--- src/rtl/mm_uart.sv ---
// Memory-mapped UART with TX/RX FIFOs, sticky error flags and a level interrupt.
// Optional parity support is built when MM_UART_PARITY_EN is defined.
module mm_uart #(
   parameter int          DATA_BITS  = 8,
   parameter int          FIFO_DEPTH = 16,
   parameter logic [15:0] DIV_RESET  = 16'd434
) (
   input  logic        clk_i,
   input  logic        reset_i,
   input  logic [5:0]  addr_i,
   input  logic        write_i,
   input  logic        read_i,
   input  logic [31:0] data_i,
   output logic [31:0] data_o,
   output logic        uart_tx_o,
   input  logic        uart_rx_i,
   output logic        reset_o,
   output logic        irq_o
);
   localparam int          AW       = $clog2(FIFO_DEPTH);
   localparam logic [AW:0] DEPTH    = (AW+1)'(FIFO_DEPTH);
   localparam logic [2:0]  LAST_BIT = 3'(DATA_BITS-1);
`ifdef MM_UART_PARITY_EN
   localparam logic [6:0]  CTRL_MASK = 7'h7F;
`else
   localparam logic [6:0]  CTRL_MASK = 7'h1F;
`endif

   typedef enum logic [2:0] {S_IDLE, S_START, S_DATA, S_PARITY, S_STOP} state_t;

   logic [DATA_BITS-1:0] r_tx_mem [FIFO_DEPTH];
   logic [DATA_BITS-1:0] r_rx_mem [FIFO_DEPTH];
   logic [AW-1:0]  r_tx_wp, r_tx_rp, r_rx_wp, r_rx_rp;
   logic [AW:0]    r_tx_cnt, r_rx_cnt;
   logic [6:0]     r_ctrl;
   logic [15:0]    r_div;
   logic [31:0]    r_data_o;
   logic           r_irq, r_rx_ovf, r_frame_err, r_par_err, r_tx_ovf;
   state_t         r_tx_state, r_rx_state;
   logic [15:0]    r_tx_tmr, r_tx_per, r_rx_tmr, r_rx_per;
   logic [2:0]     r_tx_bit, r_rx_bit;
   logic [DATA_BITS-1:0] r_tx_sh, r_rx_sh, r_rx_char;
   logic           r_tx_par, r_tx_par_en, r_txd;
   logic           r_rx_s1, r_rx_s2, r_rx_s3, r_rx_par_en, r_rx_par_odd;
   logic           r_rx_push, r_rx_ferr, r_rx_perr;

   logic        w_sel_data, w_sel_stat, w_sel_ctrl, w_sel_div;
   logic        w_tx_full, w_rx_full, w_tx_push, w_tx_load, w_tx_tick, w_tx_idle;
   logic        w_rx_pop, w_rx_wr, w_rx_tick, w_rx_half, w_rx_src;
   logic [15:0] w_per, w_status;
   logic [8:0]  w_rx_cnt9;
   logic [3:0]  w_clr;
   logic [DATA_BITS-1:0] w_tx_head;
   logic        w_unused_ok;

   assign w_sel_data = (addr_i == 6'd0);
   assign w_sel_stat = (addr_i == 6'd1);
   assign w_sel_ctrl = (addr_i == 6'd2);
   assign w_sel_div  = (addr_i == 6'd3);
   assign w_per      = (r_div < 16'd2) ? 16'd2 : r_div;
   assign w_tx_full  = (r_tx_cnt == DEPTH);
   assign w_rx_full  = (r_rx_cnt == DEPTH);
   assign w_tx_push  = write_i && w_sel_data && !w_tx_full;
   assign w_tx_tick  = (r_tx_tmr == r_tx_per - 16'd1);
   assign w_tx_load  = (r_tx_cnt != '0) &&
                       ((r_tx_state == S_IDLE) || (r_tx_state == S_STOP && w_tx_tick));
   assign w_tx_idle  = (r_tx_cnt == '0) && (r_tx_state == S_IDLE);
   assign w_tx_head  = r_tx_mem[r_tx_rp];
   assign w_rx_pop   = read_i && w_sel_data && (r_rx_cnt != '0);
   assign w_rx_wr    = r_rx_push && (!w_rx_full || w_rx_pop);
   assign w_rx_tick  = (r_rx_tmr == r_rx_per - 16'd1);
   assign w_rx_half  = (r_rx_tmr == {1'b0, r_rx_per[15:1]});
   assign w_rx_src   = r_ctrl[4] ? r_txd : uart_rx_i;
   assign w_rx_cnt9  = 9'(r_rx_cnt);
   assign w_clr      = (write_i && w_sel_stat) ? data_i[6:3] : 4'd0;
   assign w_status   = {(w_rx_cnt9[8] ? 8'hFF : w_rx_cnt9[7:0]), 1'b0, r_tx_ovf, r_par_err,
                        r_frame_err, r_rx_ovf, w_tx_idle, w_tx_full, (r_rx_cnt != '0)};
   assign w_unused_ok = &{1'b0, data_i[31:16]};

   assign uart_tx_o = r_ctrl[4] | r_txd;
   assign data_o    = r_data_o;
   assign reset_o   = r_ctrl[0];
   assign irq_o     = r_irq;

   always_ff @(posedge clk_i) begin
      if (w_tx_push) r_tx_mem[r_tx_wp] <= data_i[DATA_BITS-1:0];
      if (w_rx_wr)   r_rx_mem[r_rx_wp] <= r_rx_char;
   end

   // FIFO bookkeeping; pointers wrap naturally since depth is a power of two.
   always_ff @(posedge clk_i or posedge reset_i) begin
      if (reset_i) begin
         r_tx_wp <= '0; r_tx_rp <= '0; r_tx_cnt <= '0;
         r_rx_wp <= '0; r_rx_rp <= '0; r_rx_cnt <= '0;
      end else begin
         if (w_tx_push) r_tx_wp <= r_tx_wp + 1'b1;
         if (w_tx_load) r_tx_rp <= r_tx_rp + 1'b1;
         if (w_tx_push && !w_tx_load)      r_tx_cnt <= r_tx_cnt + 1'b1;
         else if (!w_tx_push && w_tx_load) r_tx_cnt <= r_tx_cnt - 1'b1;
         if (w_rx_wr)  r_rx_wp <= r_rx_wp + 1'b1;
         if (w_rx_pop) r_rx_rp <= r_rx_rp + 1'b1;
         if (w_rx_wr && !w_rx_pop)      r_rx_cnt <= r_rx_cnt + 1'b1;
         else if (!w_rx_wr && w_rx_pop) r_rx_cnt <= r_rx_cnt - 1'b1;
      end
   end

   always_ff @(posedge clk_i or posedge reset_i) begin
      if (reset_i) begin
         r_tx_state <= S_IDLE; r_tx_tmr <= '0; r_tx_per <= 16'd2; r_tx_bit <= '0;
         r_tx_sh <= '0; r_tx_par <= 1'b0; r_tx_par_en <= 1'b0; r_txd <= 1'b1;
      end else begin
         r_tx_tmr <= r_tx_tmr + 16'd1;
         if (w_tx_load) begin
            r_tx_state  <= S_START;
            r_tx_tmr    <= '0;
            r_tx_per    <= w_per;
            r_tx_sh     <= w_tx_head;
            r_tx_par    <= (^w_tx_head) ^ r_ctrl[6];
            r_tx_par_en <= r_ctrl[5];
            r_txd       <= 1'b0;
         end else if (r_tx_state != S_IDLE && w_tx_tick) begin
            r_tx_tmr <= '0;
            case (r_tx_state)
               S_START: begin r_tx_state <= S_DATA; r_tx_bit <= '0; r_txd <= r_tx_sh[0]; end
               S_DATA: begin
                  if (r_tx_bit == LAST_BIT) begin
                     r_tx_state <= r_tx_par_en ? S_PARITY : S_STOP;
                     r_txd      <= r_tx_par_en ? r_tx_par : 1'b1;
                  end else begin
                     r_tx_bit <= r_tx_bit + 3'd1;
                     r_tx_sh  <= r_tx_sh >> 1;
                     r_txd    <= r_tx_sh[1];
                  end
               end
               S_PARITY: begin r_tx_state <= S_STOP; r_txd <= 1'b1; end
               default:  begin r_tx_state <= S_IDLE; r_txd <= 1'b1; end
            endcase
         end
      end
   end

   // Start bit is checked at half a period, then every later bit one full period on.
   always_ff @(posedge clk_i or posedge reset_i) begin
      if (reset_i) begin
         r_rx_s1 <= 1'b1; r_rx_s2 <= 1'b1; r_rx_s3 <= 1'b1;
         r_rx_state <= S_IDLE; r_rx_tmr <= '0; r_rx_per <= 16'd2; r_rx_bit <= '0;
         r_rx_sh <= '0; r_rx_char <= '0; r_rx_par_en <= 1'b0; r_rx_par_odd <= 1'b0;
         r_rx_push <= 1'b0; r_rx_ferr <= 1'b0; r_rx_perr <= 1'b0;
      end else begin
         r_rx_s1   <= w_rx_src;
         r_rx_s2   <= r_rx_s1;
         r_rx_s3   <= r_rx_s2;
         r_rx_push <= 1'b0;
         r_rx_ferr <= 1'b0;
         r_rx_perr <= 1'b0;
         r_rx_tmr  <= r_rx_tmr + 16'd1;
         case (r_rx_state)
            S_IDLE: if (r_rx_s3 && !r_rx_s2) begin
               r_rx_state   <= S_START;
               r_rx_tmr     <= '0;
               r_rx_per     <= w_per;
               r_rx_par_en  <= r_ctrl[5];
               r_rx_par_odd <= r_ctrl[6];
            end
            S_START: if (w_rx_half) begin
               r_rx_tmr   <= '0;
               r_rx_bit   <= '0;
               r_rx_state <= r_rx_s2 ? S_IDLE : S_DATA;
            end
            S_DATA: if (w_rx_tick) begin
               r_rx_tmr <= '0;
               r_rx_sh  <= {r_rx_s2, r_rx_sh[DATA_BITS-1:1]};
               if (r_rx_bit == LAST_BIT) r_rx_state <= r_rx_par_en ? S_PARITY : S_STOP;
               else                      r_rx_bit   <= r_rx_bit + 3'd1;
            end
            S_PARITY: if (w_rx_tick) begin
               r_rx_tmr   <= '0;
               r_rx_perr  <= (r_rx_s2 != ((^r_rx_sh) ^ r_rx_par_odd));
               r_rx_state <= S_STOP;
            end
            default: if (w_rx_tick) begin
               r_rx_tmr   <= '0;
               r_rx_state <= S_IDLE;
               r_rx_push  <= r_rx_s2;
               r_rx_ferr  <= !r_rx_s2;
               r_rx_char  <= r_rx_sh;
            end
         endcase
      end
   end

   always_ff @(posedge clk_i or posedge reset_i) begin
      if (reset_i) begin
         r_ctrl <= '0; r_div <= DIV_RESET; r_data_o <= '0; r_irq <= 1'b0;
         r_rx_ovf <= 1'b0; r_frame_err <= 1'b0; r_par_err <= 1'b0; r_tx_ovf <= 1'b0;
      end else begin
         if (write_i && w_sel_ctrl) r_ctrl <= data_i[6:0] & CTRL_MASK;
         if (write_i && w_sel_div)  r_div  <= data_i[15:0];
         r_rx_ovf    <= (r_rx_ovf & ~w_clr[0]) | (r_rx_push && w_rx_full && !w_rx_pop);
         r_frame_err <= (r_frame_err & ~w_clr[1]) | r_rx_ferr;
         r_par_err   <= (r_par_err & ~w_clr[2]) | r_rx_perr;
         r_tx_ovf    <= (r_tx_ovf & ~w_clr[3]) | (write_i && w_sel_data && w_tx_full);
         if (read_i) begin
            case (addr_i)
               6'd0:    r_data_o <= w_rx_pop ? 32'(r_rx_mem[r_rx_rp]) : 32'd0;
               6'd1:    r_data_o <= {16'd0, w_status};
               6'd2:    r_data_o <= {25'd0, r_ctrl};
               6'd3:    r_data_o <= {16'd0, r_div};
               default: r_data_o <= 32'd0;
            endcase
         end
         r_irq <= (r_ctrl[1] & w_status[0]) | (r_ctrl[2] & w_tx_idle) |
                  (r_ctrl[3] & (|w_status[6:3]));
      end
   end
endmodule

--- config.mk ---
export PLATFORM = sky130hd
export DESIGN_NAME = mm_uart
export DESIGN_NICKNAME = d
export VERILOG_FILES = /design/src/rtl/mm_uart.sv
export SDC_FILE = /design/constraint.sdc
export NUM_CORES = 1
export LEC_CHECK = 0
export BUFFER_PORTS_ARGS = -buffer_cell sky130_fd_sc_hd__clkbuf_2
export CORE_ASPECT_RATIO = 1.1
export CORE_MARGIN = 2
export CORE_UTILIZATION = 55
export CTS_BUF_LIST = sky130_fd_sc_hd__clkbuf_16
export CTS_CLUSTER_SIZE = 10
export DETAILED_ROUTE_END_ITERATION = 16
export PLACE_DENSITY = 0.8
export RECOVER_POWER = 50
export SYNTH_ARGS = -nofsm -noshare
export SYNTH_HDL_FRONTEND = slang
export SYNTH_SLANG_ARGS = --single-unit
--- constraint.sdc ---
create_clock -name clk_i -period 12.4 [get_ports clk_i]
set_input_delay 3.1 -clock clk_i [delete_from_list [all_inputs] [get_ports clk_i]]
set_output_delay 3.1 -clock clk_i [all_outputs]
set_load 0.03 [all_outputs]
==> metrics.md, run 1 <==
| Metric | Value |
|---|---|
| CP required | `12.55 ns` |
| Reg2Reg Setup Slack | `6.96 ns` |
| Hold Path Class | `reg -> reg` |
| CTS max path bufs | `3` |
| Die W | `182.8 microns` |
| Worst path slowest cell | `nor3_1` |
| CTS tree | `done` |
| CP delay by family, top | `simple AND/OR/NAND/NOR gates` |
| Commonest cells post-synth | `256 x edfxtp_1, 164 x dfrtp_1, 79 x xnor2_1` |
| Vias after detailed routing | `11.46k` |
| Die ar. | `36680 sq um` |
| Clock root buffer | `clkbuf_16` |
| Core box area | `34950 sq um` |
| Total track usage | `22.59%` |
| Post-route minimum period | `6.628 ns` |
| CTS H-Tree Depth | `2` |
| PostCTS Resize Cnt | `0` |
| First-pass GRT wire length | `64850 microns` |
| RSZ-0062 raised after global routing | `no` |
| Failing checks | `max-capacitance violations, max-slew violations` |
| Antenna violations before repair | `0` |
| Slowest stage delay, CP | `1.00 ns` |
| Layout Area Growth over Synthesis | `9.731%` |
| Peak fanout along the critical path | `9` |
| CP Capture Type | `flip-flop` |
| Worst hold stages | `0` |
| Slew @ Worst Pin | `4.917 ns` |
| Via density | `6.086` |
| Most used DFF post-synth | `edfxtp_1` |
| Max Cap Violations | `2` |
| FFs w/ async S/R, synth | `40.60%` |
| Yosys cell types | `68` |
| Count leader, synth | `edfxtp_1` |
| Seq/Total Area, Yosys | `62.47%` |
| Clock Skews | `0.01080 ns` |
| Top cell type's share of synthesized area | `39.75%` |
| EDFF count, synth | `256` |
| Initial drt markers | `1107` |
| Gp weighted congestion | `0.8558` |
| Cells on worst reg2reg path | `15` |
| Tcrit/Tclk final | `53.45%` |
| Setup TNS | `0 ns` |
| Routed WL | `40510 microns` |
| Largest net degree at the start of global routing | `111` |
| Worst path buffer plus inverter count | `1` |
| Hold Path Sink | `r_rx_s2` |
| Syn_area_per_cell | `14.19 sq um` |
| Worst reg2reg startpoint | `r_tx_per[2]` |
| Share of cells above drive strength 1 | `17.23%` |
| Clk sinks | `431` |
| DRC viols | `0` |
| Hold Violations, Final | `0` |
| Cell total after placement | `1793` |
| Critical path class | `in -> reg` |
| Netlist Area Pre-Place | `19340 sq um` |
| Final setup fails | `0` |
| Pwr Density | `193.3 nW/um^2` |
| Dominant cell type by area after synthesis | `edfxtp_1` |
| Layout Nets | `1471` |
| TritonCTS Buffers | `49` |
| Slew Viols, Final | `124` |
| CP Launch Type | `input port` |
| Clk_lat worst skew | `0.55 ns` |
| Worst path cell trace | `clkbuf_2 -> nor4_1 -> nor2b_1 -> nand2_1 -> nor3_1 -> nand2_1 -> nor3_1` |
| Top-level port count | `78` |
| Hpwl dp | `26740 microns` |
| Die height | `200.7 microns` |
| Status | `finished, violations left` |
| Post-route ant nets | `0` |
| LEAKAGE | `7.917 nW` |
| Clk slew on worst S/H paths | `0.06 ns` |
| Post-CTS Hold Fix Bufs | `0` |
| VDD IR-drop max | `0.1084 mV` |
| GRT overflow | `0` |
| #FFs+latches synth | `431` |
| Ranking of synthesized cells by area | `edfxtp_1 40%, dfrtp_1 21%, mux4_2 6.9%` |
| Setup crit start | `addr_i[3]` |
| Initial Util | `55.33%` |
| Post-CTS Repair Setup Buffers | `0` |
| Ys Warns | `0` |
| DR pass1 iterations | `5` |
| # diodes | `0` |
| Post-Syn Instances | `1363` |
| Cell Count, Final, Fillers Out | `1883` |
| Vias in the first global route | `11.60k` |
| Reg2reg end | `r_tx_cnt[4]` |
| Arr. time, crit path | `6.78 ns` |
| Slew headroom | `-229.6%` |
| Peak Freq | `0.1509 GHz` |
| Port Buf Inserts | `45` |
| DR WL/cell | `21.52 microns` |
| Min-delay src | `r_rx_s1` |
| Num rows | `72` |
-- final cells by class --
| class | instances | area (sq um) |
|---|---|---|
| sequential | 431 | 12080 |
| tap | 444 | 555.5 |
| timing repair buffer | 55 | 279.0 |
| clock inverter | 41 | 165.2 |
| fill | 2552 | 13730 |
| clock buffer | 49 | 1226 |
| inverter | 41 | 155.1 |
| multi-input combinational | 822 | 6756 |
-- state kept, by name, summed over array words and instances (netlist names), 3 cells and up --
name	count
r_tx_bit	3
r_tx_sh	8
r_ctrl	5
r_tx_cnt	5
r_rx_bit	3
r_rx_per	16
r_rx_tmr	16
r_tx_rp	4
r_div	16
r_tx_tmr	16
r_rx_cnt	5
data_o	16
r_rx_char	8
r_tx_per	16
r_rx_wp	4
r_tx_mem	128
r_rx_sh	8
r_rx_state	3
r_rx_rp	4
r_tx_wp	4
r_tx_state	3
r_rx_mem	128
-- placed cells by master, fill, tap and decap left out, types with 11 or more instances in the layout --
cell / netlist / final
a21oi_1: 32 / 32
and3_1: 14 / 14
clkbuf_1: 46 / 11
clkbuf_16: 0 / 49
clkbuf_2: 0 / 37
conb_1: 1 / 16
dfrtp_1: 164 / 162
edfxtp_1: 256 / 256
ha_1: 26 / 26
inv_1: 40 / 76
mux2_2: 65 / 65
mux2i_1: 37 / 37
mux4_2: 59 / 59
nand2_1: 67 / 67
nand3_1: 60 / 60
nand4_1: 11 / 11
nor2_1: 58 / 58
nor3_1: 42 / 42
nor4_1: 20 / 20
o21ai_0: 28 / 28
o221ai_1: 14 / 14
o22ai_1: 13 / 13
xnor2_1: 79 / 79
xor2_1: 33 / 33
-- worst max path at each step --
stage          cells after the start              to
4_1_cts                            7  r_tx_mem[3][4]
3_5_place_dp                       7  r_tx_mem[3][3]
5_1_grt                            3      r_tx_rp[0]
3_3_place_gp                       7  r_rx_mem[3][1]
2_1_floorplan                      1       data_o[0]
6_report                           7  r_tx_mem[3][4]
-- per-stage QoR --
| stage | hold slack (ns) | total power [mW] | area (sq um) | setup slack, ns | utilization, % |
|---|---|---|---|---|---|
| after floorplan | 0.3452 | 2.630 | 19390 | 4.573 | - |
| after global placement | 0.3710 | 2.848 | 19870 | 5.498 | 56.86 |
| after detailed placement | 0.3646 | 2.890 | 19870 | 5.387 | 56.86 |
| after CTS | 0.3800 | 4.129 | 21270 | 5.867 | 60.84 |
| after global routing | 0.4100 | 4.303 | 21220 | 5.050 | 60.71 |
| final | 0.4053 | 4.102 | 21220 | 5.772 | 60.71 |
-- kinds of logic after synthesis --
group	count (synthesis)	share of synthesized area [%]
AND/OR/NAND/NOR	345	9.194
multiplexers	169	13.19
buffers and inverters	125	2.814
XOR/XNOR	112	5.072
flip-flops	431	62.47
adder cells (fa/ha/maj)	28	1.889
AO/OA/AOI/OAI	152	5.351
other	1	0.01939
-- routing by layer --
metal	global-route usage (%)	share of wire, %	vias up
met5	0	0	-
met4	8.114	3.6	0
met3	2.903	4.4	95
met2	38.34	51	373
met1	30.22	41	5783
li1	-	-	5209
-- where the power goes --
part           switching [mW]  total (mW)  leakage [nW]  internal (mW)
clock                   0.528        1.24         0.815          0.709
combinational           0.586        1.06          2.71          0.476
sequential              0.168        1.80          4.39           1.64
total                    1.28        4.10          7.92           2.82
(Power assumes the default switching activity.)
==> run 2, diff against run 1 <==
Settings changed: PLACE_DENSITY 0.8 to 0.83.
Clock period 12.4 ns to 6 ns, I/O delays scaled along.
==> run 2 against run 1 <==
  * The run now ends clean
  * Hold slack got worse by 0.036 ns
  * Critical path depth increased by 8
  * Die area unchanged
  * Sequential power increased by 110%
  * Register-to-register slack got worse by 5.2 ns
  * Clock skew about the same
  * Critical endpoint is now r_tx_cnt[4]
  * Largest cell class unchanged
==> metrics.md, run 2 (synthesized netlist as in run 1, its figures left out) <==
| Metric | Value |
|---|---|
| Status | `finished clean` |
| Vias in the first global route | `11.97k` |
| Die height | `200.7 microns` |
| RSZ-0062 raised after global routing | `no` |
| Clk_lat worst skew | `0.56 ns` |
| PnR worst setup slack | `1.720 ns` |
| TritonCTS Buffers | `49` |
| Num rows | `72` |
| DR WL/cell | `21.63 microns` |
| Hold Path Sink | `r_rx_s2` |
| Die ar. | `36680 sq um` |
| CP required | `6.44 ns` |
| CP Capture Type | `flip-flop` |
| Pwr Density | `400.5 nW/um^2` |
| Slew @ Worst Pin | `1.105 ns` |
| Top Registers | `r_rx_mem (128), r_tx_mem (128)` |
| First-pass GRT wire length | `65640 microns` |
| CP Launch Type | `flip-flop` |
| Arr. time, crit path | `4.72 ns` |
| Most frequent cells in the layout | `256 x edfxtp_1, 161 x dfrtp_1, 79 x xnor2_1` |
| Most common cell after layout, fill and taps aside | `edfxtp_1` |
| Slew headroom | `25.69%` |
| Hold Path Class | `reg -> reg` |
| Post-CTS Hold Fix Bufs | `0` |
| CTS tree | `done` |
| Tcrit/Tclk final | `71.33%` |
| CTS H-Tree Depth | `2` |
| Clock Skews | `0.01095 ns` |
| Multi-input combinational cell area | `6777 sq um` |
| Critical path class | `reg -> reg` |
| Die W | `182.8 microns` |
| Routed WL | `41020 microns` |
| Cells on worst reg2reg path | `15` |
| Clk sinks | `431` |
| Hpwl dp | `26640 microns` |
| Clk slew on worst S/H paths | `0.06 ns` |
| Peak Freq | `0.2337 GHz` |
| Hold Violations, Final | `0` |
| Port Buf Inserts | `45` |
| Post-route ant nets | `0` |
| Final setup fails | `0` |
| Initial Util | `55.33%` |
| DRC viols | `0` |
| Post-route cell area | `21370 sq um` |
| Max Cap Violations | `0` |
| GRT overflow | `0` |
| Post-route minimum period | `4.280 ns` |
| Worst reg2reg startpoint | `r_tx_per[2]` |
| Fillers | `2468` |
| Worst hold stages | `0` |
| Layout Area Growth over Synthesis | `10.51%` |
| Peak fanout along the critical path | `12` |
| Gp weighted congestion | `0.8533` |
| Sequential cell area | `12080 sq um` |
| Largest net degree at the start of global routing | `176` |
| LEAKAGE | `7.929 nW` |
| Initial drt markers | `1136` |
| Setup crit start | `r_tx_per[2]` |
| Layout Nets | `1481` |
| Reg2Reg Setup Slack | `1.72 ns` |
| VDD IR-drop max | `0.2144 mV` |
| Slew Viols, Final | `0` |
| Min-delay src | `r_rx_s1` |
| Area after DPL | `19960 sq um` |
| Vias after detailed routing | `11.66k` |
| Antenna violations before repair | `2` |
| Via density | `6.148` |
| Post-CTS Repair Setup Buffers | `0` |
| Clock root buffer | `clkbuf_16` |
| Share of cells above drive strength 1 | `18.28%` |
| Setup TNS | `0 ns` |
| Core box area | `34950 sq um` |
| Top-level port count | `78` |
| CTS max path bufs | `3` |
| Total track usage | `22.91%` |
| Place WS | `1.538 ns` |
| DR pass1 iterations | `6` |
| PostCTS Resize Cnt | `0` |
| Reg2reg end | `r_tx_cnt[4]` |
==> run 2: cell count changes in the layout (fill, tap and decap cells not counted), moves of 2 or more <==
cell / before / now
diode_2: 0 / 2
and2_1: 9 / 17
clkbuf_1: 11 / 9
and2_0: 8 / 0
or4b_4: 0 / 2
inv_6: 2 / 0
inv_16: 0 / 2
buf_4: 7 / 19
or4b_1: 2 / 0
==> run 2: how the worst max path moves through the flow <==
| stage | cells after the start | end | slack, ns |
|---|---|---|---|
| floorplan | 12 | r_tx_cnt[4] | 1.62 |
| global placement | 16 | r_rx_cnt[4] | 1.59 |
| detailed placement | 16 | r_rx_cnt[4] | 1.54 |
| CTS | 15 | r_tx_cnt[4] | 1.77 |
| global route | 15 | r_tx_cnt[4] | 1.29 |
| finish | 15 | r_tx_cnt[4] | 1.72 |
==> run 2: worst max-delay path: stages, from the launching register on <==
cell and delay (ns):
dfrtp_1 0.45, nor4_1 0.89, nand4_1 0.23, xnor2_1 0.31, o2111ai_1 0.26, o31ai_1 0.29, buf_4 0.23, nand2_1 0.11
ha_1 0.22, inv_1 0.15, ha_1 0.30, a21o_1 0.21, a21oi_1 0.19, xnor2_1 0.14, nor2_1 0.06, xnor2_1 0.13
==> run 2: layout make-up <==
type,count,area share (%)
clock buffer,49,5.738
sequential,431,56.55
timing repair buffer,65,1.762
tap,444,2.600
multi-input combinational,822,31.71
antenna,2,0.02342
clock inverter,42,0.8958
inverter,41,0.7260
==> run 2: report_power, final <==
part	total, mW	internal (mW)	leakage, nW	switching, mW
Clock	2.61	1.48	0.831	1.13
Sequential	3.81	3.38	4.32	0.427
Combinational	2.14	0.989	2.78	1.16
Total	8.56	5.84	7.93	2.72
==> run 2: stage by stage <==
stage / hold slack, ns / util (%) / instances / total power [mW]
floorplan: 0.3452 / - / 1378 / 5.430
global placement: 0.3483 / 57.11 / 1803 / 5.859
detailed placement: 0.3513 / 57.11 / 1803 / 5.954
CTS: 0.3630 / 61.16 / 1894 / 8.580
global route: 0.3743 / 61.14 / 1896 / 8.981
finish: 0.3689 / 61.14 / 1896 / 8.558
==> run 2: layer usage <==
metal	wire length [microns]	global-route usage [%]	vias up
met1	16060	29.94	5910
met4	1292	8.114	0
met5	0	0	-
li1	-	-	5217
met3	2548	3.864	94
met2	21120	39.03	436
